$ cat config.mk
export PLATFORM = sky130hd
export DESIGN_NAME = pc_control
export DESIGN_NICKNAME = d
export VERILOG_FILES = /design/src/rtl/cpu_pkg.sv /design/src/rtl/branch_cond.sv /design/src/rtl/pc_control.sv
export SDC_FILE = /design/constraint.sdc
export NUM_CORES = 1
export LEC_CHECK = 0
export BUFFER_PORTS_ARGS = -buffer_cell sky130_fd_sc_hd__buf_2
export CAP_MARGIN = 20
export CORE_AREA = 5 5 79 118
export DETAILED_ROUTE_END_ITERATION = 10
export DIE_AREA = 0 0 84 123
export PLACE_DENSITY = 0.6
export SLEW_MARGIN = 20
export SYNTH_ARGS = -nofsm -noshare
export SYNTH_HDL_FRONTEND = slang
export SYNTH_SLANG_ARGS = --single-unit
$ cat constraint.sdc
create_clock -name clk -period 3.6 [get_ports clk]
set_input_delay 0.18 -clock clk [delete_from_list [all_inputs] [get_ports clk]]
set_output_delay 0.18 -clock clk [all_outputs]
set_load 0.02 [all_outputs]
$ cat src/rtl/cpu_pkg.sv
// cpu_pkg: opcodes, branch condition codes, FSM states and flag indices for the 16-bit CPU
package cpu_pkg;
    localparam logic [3:0] OP_ADD    = 4'h0;
    localparam logic [3:0] OP_SUB    = 4'h1;
    localparam logic [3:0] OP_XOR    = 4'h2;
    localparam logic [3:0] OP_RED    = 4'h3;
    localparam logic [3:0] OP_SLL    = 4'h4;
    localparam logic [3:0] OP_SRA    = 4'h5;
    localparam logic [3:0] OP_ROR    = 4'h6;
    localparam logic [3:0] OP_PADDSB = 4'h7;
    localparam logic [3:0] OP_LW     = 4'h8;
    localparam logic [3:0] OP_SW     = 4'h9;
    localparam logic [3:0] OP_LHB    = 4'hA;
    localparam logic [3:0] OP_LLB    = 4'hB;
    localparam logic [3:0] OP_B      = 4'hC;
    localparam logic [3:0] OP_BR     = 4'hD;
    localparam logic [3:0] OP_PCS    = 4'hE;
    localparam logic [3:0] OP_HLT    = 4'hF;

    localparam logic [2:0] CC_NE  = 3'b000;
    localparam logic [2:0] CC_EQ  = 3'b001;
    localparam logic [2:0] CC_GT  = 3'b010;
    localparam logic [2:0] CC_LT  = 3'b011;
    localparam logic [2:0] CC_GTE = 3'b100;
    localparam logic [2:0] CC_LTE = 3'b101;
    localparam logic [2:0] CC_OVF = 3'b110;
    localparam logic [2:0] CC_AL  = 3'b111;

    localparam int FLAG_N = 2;
    localparam int FLAG_Z = 1;
    localparam int FLAG_V = 0;

    typedef enum logic {RUN, HALTED} state_t;
endpackage

$ cat src/rtl/branch_cond.sv
// branch_cond: evaluates a 3-bit branch condition against the registered {N,Z,V} flags
module branch_cond
    import cpu_pkg::*;
(
    input  logic [2:0] ccc,
    input  logic [2:0] flags,
    output logic       cond_true
);
    logic n, z, v;
    assign n = flags[FLAG_N];
    assign z = flags[FLAG_Z];
    assign v = flags[FLAG_V];

    always_comb begin
        cond_true = 1'b1;
        case (ccc)
            CC_NE:   cond_true = !z;
            CC_EQ:   cond_true = z;
            CC_GT:   cond_true = !z && !n;
            CC_LT:   cond_true = n;
            CC_GTE:  cond_true = z || !n;
            CC_LTE:  cond_true = n || z;
            CC_OVF:  cond_true = v;
            default: cond_true = 1'b1;
        endcase
    end
endmodule

$ cat src/rtl/pc_control.sv
// pc_control: PC register, flag register, branch resolution, halt FSM and retired-instruction count
module pc_control
    import cpu_pkg::*;
(
    input  logic        clk,
    input  logic        rst,
    input  logic [15:0] instr,
    input  logic [15:0] rs_data,
    input  logic        alu_z,
    input  logic        alu_v,
    input  logic        alu_n,
    input  logic        stall,
    output logic [15:0] pc,
    output logic [15:0] pc_plus2,
    output logic [2:0]  flags,
    output logic        taken,
    output logic        hlt,
    output logic [15:0] inst_count
);
    state_t      state, state_next;
    logic [3:0]  opcode;
    logic        is_b, is_br, cond_true, retire, wr_nzv, wr_z;
    logic [15:0] b_target, next_pc;
    logic [2:0]  flags_next;

    assign opcode = instr[15:12];
    assign is_b   = opcode == OP_B;
    assign is_br  = opcode == OP_BR;
    assign wr_nzv = opcode == OP_ADD || opcode == OP_SUB;
    assign wr_z   = opcode == OP_XOR || opcode == OP_SLL || opcode == OP_SRA || opcode == OP_ROR;
    assign retire = state == RUN && !stall;
    assign hlt    = state == HALTED;

    // pc is not yet defined before the first reset edge, so force the reset view
    assign pc_plus2 = rst ? 16'h0002 : pc + 16'h0002;
    assign b_target = pc_plus2 + {{6{instr[8]}}, instr[8:0], 1'b0};

    branch_cond u_branch_cond (
        .ccc       (instr[11:9]),
        .flags     (flags),
        .cond_true (cond_true)
    );

    assign taken   = state == RUN && (is_b || is_br) && cond_true;
    assign next_pc = !taken ? pc_plus2 : is_br ? rs_data : b_target;

    always_comb begin
        flags_next = flags;
        if (wr_nzv) flags_next = {alu_n, alu_z, alu_v};
        else if (wr_z) flags_next[FLAG_Z] = alu_z;
    end

    always_comb begin
        state_next = state;
        if (retire && opcode == OP_HLT) state_next = HALTED;
    end

    always_ff @(posedge clk) begin
        if (rst) begin
            state      <= RUN;
            pc         <= 16'h0000;
            flags      <= 3'b000;
            inst_count <= 16'h0000;
        end else begin
            state <= state_next;
            if (retire) begin
                inst_count <= inst_count + 16'h0001;
                flags      <= flags_next;
                if (opcode != OP_HLT) pc <= next_pc;
            end
        end
    end
endmodule

# Word level (Yosys, flattened, before mapping)

Index checks and enable logic that the tools add are counted.

$add $sub $neg: 3
Multipliers: 0
Div/mod/pow operators: 0
Magnitude comparators: 0
Equal/unequal tests: 15
Shift-type cells: 0
Mux-type cells: 6
Bitwise gates (word level): 1
Reductions and logical operators: 21

Operator list:

| operator                | number |
|---|---|
| $mux W16                | 3 |
| $add A16 B1 Y16 const B | 1 |
| $add A16 B16 Y16        | 1 |
| $add A16 B2 Y16 const B | 1 |
| $eq A4 B3 Y1 const B    | 3 |
| $eq A4 B4 Y1 const B    | 3 |
| $eq A3 B3 Y1 const B    | 3 |
| $logic_or A1 B1 Y1      | 7 |
| $pmux W1 S7             | 1 |
| $eq A3 B2 Y1 const B    | 2 |
| $reduce_and A2 Y1       | 3 |
| $logic_and A1 B1 Y1     | 5 |
| $eq A4 B1 Y1 const B    | 1 |
| $eq A4 B2 Y1 const B    | 1 |
| $logic_not A4 Y1        | 1 |
| $ne A4 B4 Y1 const B    | 1 |
| $eq A3 B1 Y1 const B    | 1 |
| $logic_not A1 Y1        | 3 |
| $logic_not A3 Y1        | 1 |
| $mux W1                 | 2 |
| $reduce_bool A2 Y1      | 1 |
| $not A1 Y1              | 1 |

Flip-flop bits (word level): 36
Bits in latches: 0
Memory bits (writable): 0
ROM bits: 0
Output and inout bits: 53
Word-level logic and storage cells: 51
Memories: 0

# Longest topological paths before layout

Gate-level depths: netlist (run 1).

Word-level depth: 6
Depth in mapped cells: 14

# By module

From an unflattened synthesis (run 1), not the netlist that was laid out.

Cell total of the unflattened synthesis: 368
Area, all modules: 2845.2 um^2

Modules (own cells, without submodules):

| module      | times used | cells an instance | area an instance (um^2) |
|---|---|---|---|
| pc_control  | 1          | 360               | 2777.7 |
| branch_cond | 1          | 8                 | 67.6 |

# Worst setup path before layout (run 1)

No wires, ideal clock.

Kind: reg2reg
Start: reg pc[1]
End: reg pc[15]
Setup time: 0.141 ns
Arrival: 3.414 ns
Data required time: 3.459 ns
Setup slack: 0.045 ns
Stages on the path, launching flop included: 14
Path buffers: 1
Period minus slack after synthesis: 3.555 ns
Path through: dfxtp_1 > ha_1 > nand3_1 > or2_2 > clkbuf_1 > xnor2_1 > nor2_1 > ha_1 > and3_1 > and3_1 > a2111oi_4 > o211ai_1 > o311ai_0 > a311oi_1

Longest elaborated chain between the ends: 5

Ends and longest elaborated chain:

| element                | RTL line         | source |
|---|---|---|
| from (decl)            | pc_control.sv:13 | `output logic [15:0] pc,` |
| from (signal assigned) | pc_control.sv:69 | `if (opcode != OP_HLT) pc <= next_pc;` |
| $add A16 B2 Y16        | pc_control.sv:35 | `assign pc_plus2 = rst ? 16'h0002 : pc + 16'h0002;` |
| $mux W16               | pc_control.sv:35 |  |
| named net pc_plus2[7]  | pc_control.sv:14 | `output logic [15:0] pc_plus2,` |
| $add A16 B16 Y16       | pc_control.sv:36 | `assign b_target = pc_plus2 + {{6{instr[8]}}, instr[8:0], 1'b0};` |
| $mux W16 (2 in a row)  | pc_control.sv:45 | `assign next_pc = !taken ? pc_plus2 : is_br ? rs_data : b_target;` |

The timed path passes the listed nets, and every way through them passes these cells.
A chain may end at the register's enable or synchronous reset.

# Worst setup path after layout (run 1)

Start: reg pc[2]
End: reg pc[15]

Longest elaborated chain between the ends: 5

Ends and longest elaborated chain:

| element             | RTL line |
|---|---|
| $add A16 B2 Y16 (*) | pc_control.sv:35 |
| $mux W16 (*)        | pc_control.sv:35 |
| $add A16 B16 Y16    | pc_control.sv:36 |
| $mux W16            | pc_control.sv:45 |
| $mux W16 (*)        | pc_control.sv:45 |

Mark *: on every way between the ends. The rest lies on a longest branch, timed or not.

==> summary.md, run 1 <==
| Metric | Value |
|---|---|
| Status | `finished, final reports clean` |
| Total die area | `0.0103 mm^2` |
| Initial Utilization | `between 30% and 40%` |
| Avg WL per Cell | `16.4 um` |
| Vias after detailed routing | `3125` |
| Post-synth EDFFs | `0` |
| CTS max path bufs | `2` |
| Fin Setup TNS | `0 ps` |
| Xor/xnor share of the synthesized area | `9.19%` |
| Endpoints failing setup | `0` |
| # IOs | `91` |
| Hold Crit Class | `primary input to register` |
| # rows | `41` |
| Final period utilization | `92.1%` |
| Hold Crit Start | `alu_n` |
| Max Slew Vio Count | `0` |
| Hold endpoint | `flags[2]` |
| Worst Path Max Fanout | `6` |
| Vias in the first global route | `3136` |
| Postcts setup bufs | `0` |
| # diodes | `0` |
| Mapped Nets | `422` |
| Max-cap violations | `0` |
| Worst r2r src | `pc[2]` |
| Total routed wirelength | `9210 um` |
| Min Tclk post-route | `3320 ps` |
| Mapped Area | `0.00286 mm^2` |
| CP Capture Type | `register` |
| Global-route wire length before repair | `14900 um` |
| Largest net degree at the start of global routing | `29` |
| Worst IR Drop VDD | `slightly below 0.2 mV` |
| Setup CP Type | `register to register` |
| Port buffer count | `90` |
| First-iteration detailed-routing DRC count | `190` |
| Final hold vios | `0` |
| Warnings, synthesis | `0` |
| Leakage power | `1.59 nW` |
| Clk_skew | `7.38 ps` |
| Pwr dens | `around 300 mW/mm^2` |
| Clock root buffer | `clkbuf_16` |
| Ys async rst share | `0%` |
| Commonest non-fill, non-tap cell in the layout | `buf_2` |
| Final WS setup | `285 ps` |
| Main synth FF type | `dfxtp_1` |
| Fmax | `0.302 GHz` |
| Share of cells above drive strength 1 | `25.6%` |
| Worst R2R Setup Slack | `around 280 ps` |
| CTS resizes | `0` |
| Nets | `507` |
| CP dominant cell by count | `ha_1` |
| Final Power | `approximately 0.0011 W` |
| Place WS | `between 200 and 300 ps` |
| Post-route ant nets | `0` |
| Clock sink count | `36` |
| Clk Latency, worst-skew pair | `280 ps` |
| CTS Hold Buffers Added | `0` |
| CP max stage cell | `or4_1` |
| Vias/cell | `5.58` |
| Reg-to-reg critical path endpoint | `pc[15]` |
| Adder-Cell Fraction of Synth Area | `7.71%` |
| Worst Path Arrival | `about 3500 ps` |
| Clock Pin Slew Worst Setup and Hold Paths | `60 ps` |
| DRT Pass-1 Iters | `4` |
| Most frequent cells in the layout | `buf_2 (90), nor2_1 (46), dfxtp_1 (36)` |
| CP max stage delay | `roughly 500 ps` |
| Dpl hpwl | `7130 um` |
| Die X | `84 um` |
| GRT overflow | `0` |
| TritonCTS Buffers | `5` |
| Slew headroom | `51.4%` |
| CTS tree | `built` |
| Type of origin of the critical path | `register` |
| Fill count | `slightly below 900` |
| Total Routing Usage GR | `17.7%` |
| Maximum level of the CTS H-tree | `2` |
| Area grow syn2layout | `24.5%` |
| Syn Inst Count | `367` |
| WP data required | `3740 ps` |
| Gpl congestion | `0.844` |
| Die height | `123 um` |
| Unrepaired setup endpoints after global routing | `no` |
| Sequential area share after synthesis | `~25%` |
| WHS Path Cells | `3` |
| Synth cell types | `57` |
| Compound-Gate Fraction of Synth Area | `between 20% and 30%` |
| Worst Max-Slew Pin Slew | `724 ps` |
| Initial antenna violation count | `0` |
| Worst-path cell chain | `ha_1 > nand3_1 > or2_2 > nand2b_1 > xor2_1 > nor2_1 > ha_1 > inv_1 > o21bai_1 > o22ai_1 > or4_1 > o311ai_1 > a311oi_1` |
| Synth Register Bits | `36` |
| Synthesized area per cell | `a little under 8 um^2` |
| R2r worst-path depth | `13` |
| Largest family of logic cells by synthesized area | `simple AND/OR/NAND/NOR gates` |
| Residual DRC count | `0` |
| Core outline area | `0.00821 mm^2` |
| Post-Synth Simple-Gate Area | `26.8%` |
| Mux contribution to synthesized area | `2.50%` |
-- registers in the layout (all words and copies together) (netlist names) --
register / cells
hlt: 1
pc: 16
inst_count: 16
flags: 3
-- critical path: cells and delay by family, from the launching register on --
family | cells | cell delay [ps]
compound gates | 4 | 670
simple gates | 5 | 1320
fa+ha+maj | 2 | 570
flops | 1 | 390
xor+xnor | 1 | 140
buf+inv | 1 | 70
-- final cells by class --
class                   instances  area, um^2  share of cell area [%]
multi-input cells             308        2040                    57.2
flip-flops and latches         36         721                    20.3
repair buffers                 95         488                    13.7
clock buffers                   6         139                    3.90
well taps                     107         134                    3.76
inverters                       6        25.0                   0.703
clock inverters                 2        15.0                   0.422
-- kinds of logic (layout without fill, tap and decap cells) --
family | count (synthesis) | count (layout)
AOI/OAI and AO/OA | 102 | 102
xor gates and xnor gates | 30 | 30
adders and majority gates | 17 | 17
buffers and inverters | 23 | 109
DFF | 36 | 36
muxes | 7 | 7
and+or+nand+nor | 152 | 152
-- cells in the mapped netlist, types with 3 or more instances --
master / instances / area share (%)
clkbuf_1: 13 / 1.7
nor4_1: 4 / 0.88
a32oi_1: 3 / 0.92
nand4_1: 10 / 2.2
and3_1: 9 / 2.0
nand2_1: 29 / 3.8
o21bai_1: 3 / 0.79
a31oi_1: 4 / 0.88
o211ai_1: 9 / 2.4
dfxtp_1: 36 / 25
inv_1: 5 / 0.66
o311ai_0: 3 / 0.92
nand3_1: 14 / 2.5
mux2i_1: 6 / 2.1
nor3_1: 6 / 1.1
a21o_1: 9 / 2.4
nor2b_1: 4 / 0.88
a21oi_1: 24 / 4.2
o21ai_0: 17 / 3.0
ha_1: 16 / 7.0
xnor2_1: 13 / 4.0
nor2_1: 46 / 6.0
or3_1: 5 / 1.1
nand2b_1: 3 / 0.66
a211oi_1: 7 / 1.8
and2_1: 4 / 0.88
a31o_2: 3 / 0.92
xor2_1: 17 / 5.2
a311oi_1: 3 / 0.92
or2_2: 4 / 0.88
and4_1: 4 / 1.2
-- worst max-delay path by stage --
| stage | startpoint | end | cells after the start |
|---|---|---|---|
| floorplan | pc[1] | pc[15] | 13 |
| global placement | pc[2] | pc[15] | 12 |
| detailed placement | pc[2] | pc[15] | 12 |
| CTS | pc[2] | pc[15] | 12 |
| global route | pc[2] | pc[15] | 13 |
| finish | pc[2] | pc[15] | 13 |
-- metrics by stage --
step / instances / utilization [%] / hold WS, ps / cell area [um^2]
floorplan: 367 / - / 324 / 2860
global placement: 552 / 41.4 / 418 / 3400
detailed placement: 552 / 41.4 / 427 / 3400
CTS: 560 / 43.3 / 139 / 3560
global route: 560 / 43.3 / 167 / 3560
finish: 560 / 43.3 / 142 / 3560
-- metal layers --
layer  track usage (%)  vias up  wire length, um
met1              18.7     1473             3640
met2              34.3       94             4930
met3              2.87       13              462
met4              7.44        0              178
met5                 0        -                0
li1                  -     1545                -
-- where the power goes --
group          internal, W  switching, W  leakage, nW
Sequential        0.000408     0.0000130        0.292
Combinational    0.0000816      0.000125         1.23
Clock             0.000275      0.000175       0.0691
Total             0.000765      0.000313         1.59
(Power assumes the default switching activity.)
==> run 2: changes to the inputs <==
--- a/config.mk
+++ b/config.mk
@@ -9,5 +9,5 @@
 export CAP_MARGIN = 20
-export CORE_AREA = 5 5 79 118
+export CORE_AREA = 3 3 77 116
 export DETAILED_ROUTE_END_ITERATION = 10
-export DIE_AREA = 0 0 84 123
+export DIE_AREA = 0 0 80 119
 export PLACE_DENSITY = 0.6
==> constraint.sdc (replaced) <==
create_clock -name clk -period 3.6 [get_ports clk]
set_input_delay 0.36 -clock clk [delete_from_list [all_inputs] [get_ports clk]]
set_output_delay 0.36 -clock clk [all_outputs]
set_load 0.02 [all_outputs]
==> summary.md, run 2 (synthesis gave the netlist of run 1 again) <==
| Metric | Value |
|---|---|
| Status | `finished, final reports clean` |
| Vias in the first global route | `3155` |
| CTS tree | `built` |
| Worst R2R Setup Slack | `around 250 ps` |
| TritonCTS Buffers | `5` |
| Largest net degree at the start of global routing | `33` |
| # rows | `40` |
| # diodes | `0` |
| Final WS setup | `roughly 250 ps` |
| Initial Utilization | `35.7%` |
| GRT overflow | `0` |
| Worst Path Arrival | `~3500 ps` |
| Clock Pin Slew Worst Setup and Hold Paths | `roughly 60 ps` |
| Slew headroom | `roughly 37%` |
| Maximum level of the CTS H-tree | `2` |
| Die X | `80 um` |
| Area grow syn2layout | `26.2%` |
| Critical Path Source | `pc[2]` |
| Initial antenna violation count | `0` |
| DRT Pass-1 Iters | `4` |
| Worst-path cell chain | `ha_2 > nand3_1 > or2_2 > xnor2_1 > nor2_1 > ha_1 > and3_1 > and3_1 > a2111oi_4 > or4_1 > o311ai_1 > a311oi_1` |
| Total Routing Usage GR | `between 10% and 20%` |
| CP max stage delay | `440 ps` |
| Max Slew Vio Count | `0` |
| Clock root buffer | `clkbuf_16` |
| Pwr dens | `317 mW/mm^2` |
| R2r worst-path depth | `12` |
| # IOs | `91` |
| Share of cells above drive strength 1 | `26.8%` |
| Min Tclk post-route | `3350 ps` |
| Worst Path Max Fanout | `6` |
| Final hold vios | `0` |
| Postcts setup bufs | `0` |
| Dpl hpwl | `6850 um` |
| CP Capture Type | `register` |
| Setup CP Type | `register to register` |
| Hold endpoint | `flags[2]` |
| Nets | `a little over 500` |
| Worst r2r src | `pc[2]` |
| Post-route ant nets | `0` |
| Global-route wire length before repair | `14600 um` |
| Die height | `119 um` |
| Fin Setup TNS | `0 ps` |
| Clk Latency, worst-skew pair | `280 ps` |
| CP max stage cell | `a2111oi_4` |
| Vias/cell | `5.60` |
| Avg WL per Cell | `16.0 um` |
| Fmax | `~0.3 GHz` |
| CTS max path bufs | `2` |
| First-iteration detailed-routing DRC count | `161` |
| Unrepaired setup endpoints after global routing | `no` |
| Core outline area | `0.00801 mm^2` |
| Worst Max-Slew Pin Slew | `942 ps` |
| WP data required | `3780 ps` |
| Type of origin of the critical path | `register` |
| Most frequent cells in the layout | `buf_2 (90), nor2_1 (46), dfxtp_1 (36)` |
| CP dominant cell by count | `and3_1` |
| Place WS | `between 200 and 300 ps` |
| Residual DRC count | `0` |
| Final core occ | `45.0%` |
| Vias after detailed routing | `3141` |
| Final period utilization | `92.9%` |
| Port buffer count | `90` |
| Hold Crit Start | `alu_n` |
| Worst IR Drop VDD | `0.220 mV` |
| Endpoints failing setup | `0` |
| Top Registers | `inst_count x16, pc x16, flags x3` |
| Leakage power | `between 1.5 and 2 nW` |
| Max-cap violations | `0` |
| Clk_skew | `5.27 ps` |
| Total die area | `around 0.0095 mm^2` |
| WHS Path Cells | `3` |
| Gpl congestion | `0.901` |
| Commonest non-fill, non-tap cell in the layout | `buf_2` |
| CTS Hold Buffers Added | `0` |
| Reg-to-reg critical path endpoint | `pc[15]` |
| Total routed wirelength | `8960 um` |
| Clock sink count | `36` |
| Hold Crit Class | `primary input to register` |
## run 2: critical path, delay by kind of cell (launching register included)
family	cells	cell delay [ps]
flip-flops	1	390
adder cells (fa/ha/maj)	2	550
AND/OR/NAND/NOR	6	1350
AO/OA/AOI/OAI	3	820
XOR/XNOR	1	140
## run 2: cell type report
cell class	count	area [um^2]
Sequential cell	36	721
Clock buffer	5	125
Clock inverter	3	46.3
Fill cell	854	4400
Tap cell	105	131
Multi-Input combinational cell	308	2050
Timing Repair Buffer	98	510
Inverter	6	25.0
## run 2: worst max-delay path by stage
stage                     slack [ps]  endpoint  depth (start not counted)
after floorplan                   40    pc[15]                         13
after global placement           380    pc[13]                         12
after detailed placement         280    pc[15]                         12
after CTS                        240    pc[15]                         12
after global routing              30    pc[15]                         12
final                            250    pc[15]                         12
## run 2: where the power goes
group | switching, W | total [W] | leakage (nW) | internal, W
combinational | 0.000124 | 0.000208 | 1.24 | 0.0000841
sequential | 0.0000132 | 0.000421 | 0.292 | 0.000408
clock | 0.000183 | 0.000512 | 0.0804 | 0.000329
## run 2: through the flow
step	hold slack, ps	total power [W]	cells	instance area [um^2]
finish	324	0.00114	561	3610
global route	348	0.00119	561	3610
CTS	323	0.00115	561	3590
detailed placement	478	0.000637	553	3420
global placement	471	0.000634	553	3420
floorplan	504	0.000562	367	2860
## run 2: repair_timing
action                     4_1_cts  5_1_grt
setup endpoints to repair        0        2
hold endpoints to repair         0        0
resized for setup                0        5
## run 2: routing by layer
metal / global-route usage, % / share of wire, % / wire, um
met5: 0 / 0 / 0
met1: 20.9 / 40 / 3600
met2: 33.7 / 50 / 4520
met3: 2.87 / 5.4 / 486
met4: 9.94 / 3.9 / 352
